`src/rtl/mem_port_arbiter.sv`:
```
// rtl/mem_port_arbiter.sv - two-requester arbiter for the single-ported data memory
// IF and D-cache paths alternate under contention; each access holds the memory for MEM_LATENCY cycles.
module mem_port_arbiter #(
  parameter int MEM_LATENCY = 4,
  parameter int CNT_W       = $clog2(MEM_LATENCY + 1)
) (
  input  logic                clk,
  input  logic                rst_b,
  input  logic                if_req,
  input  logic [31:0]         if_addr,
  output logic                if_gnt,
  output logic                if_done,
  output logic [31:0]         if_rdata,
  input  logic                d_req,
  input  logic                d_we,
  input  logic [31:0]         d_addr,
  input  logic [31:0]         d_wdata,
  output logic                d_gnt,
  output logic                d_done,
  output logic [31:0]         d_rdata,
  output logic [31:0]         mem_addr,
  output logic [0:3][7:0]     mem_data_in,
  input  logic [0:3][7:0]     mem_data_out,
  output logic                mem_write_en,
  output logic                busy
);

  typedef enum logic [1:0] {IDLE, ACCESS, DONE} state_t;

  localparam logic OWN_IF = 1'b0;
  localparam logic OWN_D  = 1'b1;

  state_t           state;
  logic [CNT_W-1:0] cnt;
  logic             owner;
  logic             last_owner;
  logic [31:0]      addr_q;
  logic [31:0]      wdata_q;
  logic             we_q;

  logic             pick_d;
  logic             pick_if;
  logic             idle_gnt;
  logic             last_beat;
  logic [31:0]      mem_rd;

  // D wins unless IF is also asking and D had the previous grant.
  assign pick_d    = d_req && (!if_req || (last_owner == OWN_IF));
  assign pick_if   = if_req && !pick_d;
  // Grants are Mealy; gating with reset keeps them low while reset is held.
  assign idle_gnt  = !rst_b && (state == IDLE);
  assign if_gnt    = idle_gnt && pick_if;
  assign d_gnt     = idle_gnt && pick_d;
  assign last_beat = (cnt == CNT_W'(MEM_LATENCY - 1));
  assign busy      = (state != IDLE);

  assign mem_addr    = addr_q;
  assign mem_data_in = {wdata_q[7:0], wdata_q[15:8], wdata_q[23:16], wdata_q[31:24]};
  assign mem_rd      = {mem_data_out[3], mem_data_out[2], mem_data_out[1], mem_data_out[0]};

  always_ff @(posedge clk or posedge rst_b) begin
    if (rst_b) begin
      state        <= IDLE;
      cnt          <= '0;
      owner        <= OWN_IF;
      last_owner   <= OWN_IF;
      addr_q       <= '0;
      wdata_q      <= '0;
      we_q         <= 1'b0;
      if_rdata     <= '0;
      d_rdata      <= '0;
      if_done      <= 1'b0;
      d_done       <= 1'b0;
      mem_write_en <= 1'b0;
    end else begin
      case (state)
        IDLE: begin
          if (if_req || d_req) begin
            state      <= ACCESS;
            cnt        <= '0;
            owner      <= pick_d;
            last_owner <= pick_d;
            if (pick_d) begin
              addr_q       <= d_addr;
              wdata_q      <= d_wdata;
              we_q         <= d_we;
              mem_write_en <= d_we;
            end else begin
              addr_q       <= if_addr;
              wdata_q      <= '0;
              we_q         <= 1'b0;
              mem_write_en <= 1'b0;
            end
          end
        end
        ACCESS: begin
          cnt <= cnt + CNT_W'(1);
          if (last_beat) begin
            state        <= DONE;
            mem_write_en <= 1'b0;
            if_done      <= (owner == OWN_IF);
            d_done       <= (owner == OWN_D);
            // Writes leave the read-data registers untouched.
            if (!we_q) begin
              if (owner == OWN_D) d_rdata  <= mem_rd;
              else                if_rdata <= mem_rd;
            end
          end
        end
        DONE: begin
          state   <= IDLE;
          if_done <= 1'b0;
          d_done  <= 1'b0;
        end
        default: begin
          state        <= IDLE;
          if_done      <= 1'b0;
          d_done       <= 1'b0;
          mem_write_en <= 1'b0;
        end
      endcase
    end
  end

endmodule

```
`config.mk`:
```
export PLATFORM = sky130hd
export DESIGN_NAME = mem_port_arbiter
export DESIGN_NICKNAME = d
export VERILOG_FILES = /design/src/rtl/mem_port_arbiter.sv
export SDC_FILE = /design/constraint.sdc
export NUM_CORES = 1
export LEC_CHECK = 0
export CORE_UTILIZATION = 37
export CTS_CLUSTER_DIAMETER = 120
export CTS_CLUSTER_SIZE = 12
export DETAILED_ROUTE_END_ITERATION = 12
export GPL_TIMING_DRIVEN = 0
export PLACE_DENSITY = 0.74
export SYNTH_ARGS = -nofsm -noshare
export SYNTH_HDL_FRONTEND = slang
export SYNTH_SLANG_ARGS = --single-unit
```
`constraint.sdc`:
```
create_clock -name clk -period 5.05 [get_ports clk]
set_input_delay 0.7575 -clock clk [delete_from_list [all_inputs] [get_ports clk]]
set_output_delay 0.7575 -clock clk [all_outputs]
set_load 0.02 [all_outputs]
```
==> flow_summary_export.csv <==
group,metric,value,unit
status,run_status,"complete, no violations",
sta,timing.final.setup_violations,0,
power_and_ir_drop,power.static_leakage,3.86,nW
setup_path,critical_path.top_delay_family,"buffers and inverters",
power_and_ir_drop,ir_drop,0.000341,V
synthesis,synth_fp_nets,565,
power_and_ir_drop,power.density_cell_area,659,nW/µm²
routing,drt-pass1-iter-count,4,
power_and_ir_drop,clock_power_share,21.8,%
power_and_ir_drop,power_switching,2.11,mW
setup_path,crit_path_frequent_cell,"sky130_fd_sc_hd__clkdlybuf4s50_1",
clock_tree,tritoncts,"done",
clock_tree,worst_skew_pair.late_latency,0.41,ns
sta,rsz0062_at_grt,"false",
routing,drt_drc_violations_left,0,
synthesis,syn-mean-instance-area,12.9,µm²
cells_and_area,area_growth_syn_to_layout,64.7,%
cells_and_area,antenna_cells_inserted,0,
setup_path,cpMaxStageDelayCell,"sky130_fd_sc_hd__clkinvlp_4",
global_route,grt_use_total,20.5,%
sta,max_slew_margin,52.9,%
cells_and_area,multi_input_area,1870,µm²
floorplan,die_w,124,µm
setup_path,end_kind,"output port",
setup_path,crit_buf_inv,4,
synthesis,synth_cell_types,33,
global_route,pin_count_of_the_biggest_net_entering_global_routing,43,
sta,finalHoldViolations,0,
sta,fin_crit,3.89,ns
floorplan,site_rows,44,
global_route,antenna_found_initial,0,
global_route,number_of_global_route_vias_before_repair,4846,
sta,clock-skew-final,0.00698,ns
sta,worst_slack,1.16,ns
cells_and_area,ff_latch_area,3450,µm²
setup_path,cp_data_required_time,4.29,ns
floorplan,area_of_the_core,14600,µm²
routing,route.detailed.vias_per_inst,5.02,
setup_path,cp_max_fo,42,
global_route,global_route_wire_length_before_repair,25.1,mm
cells_and_area,finish.net_count,853,
power_and_ir_drop,seq_power_share,31.6,%
cells_and_area,finalCoreUtilization,62.5,%
sta,layout_worst_path_cycle_share,77.0,%
synthesis,synth.yosys.seq_area_share,62.4,%
floorplan,design.portCount,267,
synthesis,postSynthRegisterBits,138,
hold_path,worst_hold_path_type,"reg -> reg",
floorplan,die-height,124,µm
placed_design,port_buffers,266,
clock_tree,cts_root_buffer,"sky130_fd_sc_hd__clkbuf_16",
cells_and_area,post_route_cells_drive_above_1_share,16.4,%
sta,achievable_clock_frequency,0.257,GHz
setup_path,cp.arrival,3.13,ns
cells_and_area,fill_cells,1125,
clock_tree,post-cts-setup-buffers,0,
clock_tree,cts.reportedPaths.clkPinSlew,0.05,ns
synthesis,netlist_instances,430,
sta,worst-slew-pin-transition,0.706,ns
clock_tree,cts_sinks,138,
power_and_ir_drop,power.total,6.00,mW
sta,setup_tns,0,ns
placed_design,detailedPlace.worstSlack,1.08,ns
sta,slew_violations,0,
setup_path,cp_cell_sequence,"clkdlybuf4s50_1 > clkinvlp_4 > buf_12 > and4_1 > clkdlybuf4s50_1",
routing,wl_per_cell,16.8,µm
setup_path,cp_slowest_stage_delay,0.61,ns
floorplan,initial_utilization,37.9,%
setup_path,crit_path_start_kind,"input pin",
global_route,overflow,0,
synthesis,synth.cell_area,5530,µm²
floorplan,floorplan.die_area,15500,µm²
placed_design,gpl.final_weighted_congestion,0.804,
setup_path,worstSetupPathType,"in -> out",
clock_tree,postCtsHoldBufs,0,
run,max-cap-violations,0,
clock_tree,clk_path_buf_depth,2,
routing,detailroute.via_count,4590,
power_and_ir_drop,p_int,3.89,mW
routing,drt-total-wl,15.4,mm
clock_tree,numCtsBuffers,17,
clock_tree,cts_max_level,4,
clock_tree,cts-resized-gates,0,
routing,route.antenna.remaining_nets,0,
synthesis,yosysWarnings,0,
power_and_ir_drop,p_sw_share,35.2,%
placed_design,dp_hpwl,11.4,mm
power_and_ir_drop,comb_power_share,46.5,%
routing,drt_iter0_drc,211,
==> flip-flops by register name (all words and copies together), names as in the netlist <==
name          flops
d_rdata          32
if_rdata         32
mem_addr         32
wdata_q          32
cnt               3
state             2
d_done            1
if_done           1
last_owner        1
mem_write_en      1
we_q              1
==> cells in the mapped netlist (all sizes together) <==
| library cell | number | area [µm²] |
|---|---|---|
| and2b | 1 | 7.51 |
| a21o | 1 | 7.51 |
| nor2 | 1 | 6.26 |
| inv | 3 | 11.3 |
| nor3 | 2 | 21.3 |
| and4 | 1 | 8.76 |
| nand2b | 1 | 13.8 |
| mux2 | 65 | 732 |
| o21ai | 2 | 10.0 |
| a31oi | 32 | 200 |
| or2 | 2 | 12.5 |
| o21bai | 1 | 7.51 |
| dfrtp | 138 | 3450 |
| nand3 | 1 | 5.00 |
| a32o | 1 | 10.0 |
| clkbuf | 13 | 48.8 |
| a21boi | 1 | 7.51 |
| a22o | 34 | 298 |
| nand2 | 68 | 255 |
| a21bo | 1 | 10.0 |
| o2bb2ai | 1 | 8.76 |
| nor4b | 1 | 23.8 |
| ha | 2 | 25.0 |
| and2 | 2 | 12.5 |
| a21oi | 34 | 170 |
| nand4b | 1 | 15.0 |
| buf | 20 | 153 |
==> power by group through the flow <==
stage          sequential, mW  combinational (mW)  clock (mW)
3_5_place_dp             1.91                2.81           0
5_1_grt                  1.97                2.97        1.38
3_3_place_gp             1.88                2.76           0
4_1_cts                  1.90                2.82        1.34
2_1_floorplan            2.49               0.853           0
6_report                 1.90                2.79        1.31
==> cell type report <==
class / count / share of cell area (%)
well taps: 184 / 2.53
multi-input cells: 256 / 20.5
plain buffers: 33 / 2.21
repair buffers: 269 / 29.9
clock inverters: 11 / 1.85
flip-flops and latches: 138 / 37.9
inverters: 3 / 0.165
clock buffers: 20 / 5.01
==> worst register-to-register path, stage by stage (launching register included) <==
cell and delay [ns]:
sky130_fd_sc_hd__dfrtp_1 0.36, sky130_fd_sc_hd__ha_1 0.15, sky130_fd_sc_hd__ha_1 0.28, sky130_fd_sc_hd__nor4b_4 0.50
sky130_fd_sc_hd__buf_6 0.24, sky130_fd_sc_hd__mux2_2 0.35
==> layer usage <==
metal | track usage, % | wire, µm | vias up
met2 | 34.7 | 7630 | 219
li1 | - | - | 2115
met5 | 0 | 0 | -
met3 | 5.58 | 1140 | 35
met1 | 24.1 | 6220 | 2221
met4 | 9.78 | 394 | 0
==> metrics by stage <==
step	hold slack (ns)	instance area [µm²]	cells
finish	0.489	9120	914
global route	0.507	9120	914
CTS	0.492	9120	914
detailed placement	0.479	8490	883
global placement	0.467	8430	880
floorplan	0.456	5540	430
==> layout by cell type, fill, tap and decap left out, types with 2 or more instances in the layout <==
cell type                           n
sky130_fd_sc_hd__a21oi_1           34
sky130_fd_sc_hd__mux2_2            60
sky130_fd_sc_hd__nand2_1           68
sky130_fd_sc_hd__clkinv_2           2
sky130_fd_sc_hd__buf_4              4
sky130_fd_sc_hd__a22o_1            34
sky130_fd_sc_hd__buf_6              7
sky130_fd_sc_hd__dfrtp_1          138
sky130_fd_sc_hd__mux2_1             5
sky130_fd_sc_hd__inv_1              2
sky130_fd_sc_hd__ha_1               2
sky130_fd_sc_hd__clkbuf_1          14
sky130_fd_sc_hd__o21ai_0            2
sky130_fd_sc_hd__buf_2              8
sky130_fd_sc_hd__clkinvlp_4         5
sky130_fd_sc_hd__clkdlybuf4s50_1  266
sky130_fd_sc_hd__a31oi_1           32
sky130_fd_sc_hd__or2_2              2
sky130_fd_sc_hd__buf_12             3
sky130_fd_sc_hd__clkbuf_16         17
sky130_fd_sc_hd__clkbuf_8           2
sky130_fd_sc_hd__bufinv_16          4
==> path summary, 6_finish.rpt <==
path / startpoint / to / slack [ns] / depth (start not counted)
min reg2reg: if_rdata[31]$_DFFE_PP0P_ / if_rdata[31]$_DFFE_PP0P_ / 0.49 / 1
max in group asynchronous: rst_b / if_rdata[30]$_DFFE_PP0P_ / 3.33 / 4
min: if_rdata[31]$_DFFE_PP0P_ / if_rdata[31]$_DFFE_PP0P_ / 0.49 / 1
min in group asynchronous: rst_b / mem_addr[8]$_DFFE_PP0P_ / 0.87 / 2
max: rst_b / if_gnt / 1.16 / 5
max reg2reg: cnt[0]$_DFFE_PP0P_ / if_rdata[3]$_DFFE_PP0P_ / 3.05 / 5
==> logic make-up after synthesis <==
| group | count (synthesis) | synth area share, % |
|---|---|---|
| simple gates | 81 | 6.90 |
| mux | 65 | 13.2 |
| buf+inv | 36 | 3.84 |
| flops | 138 | 62.4 |
| compound gates | 108 | 13.2 |
| fa+ha+maj | 2 | 0.452 |
Power figures use the tool's default switching activity.
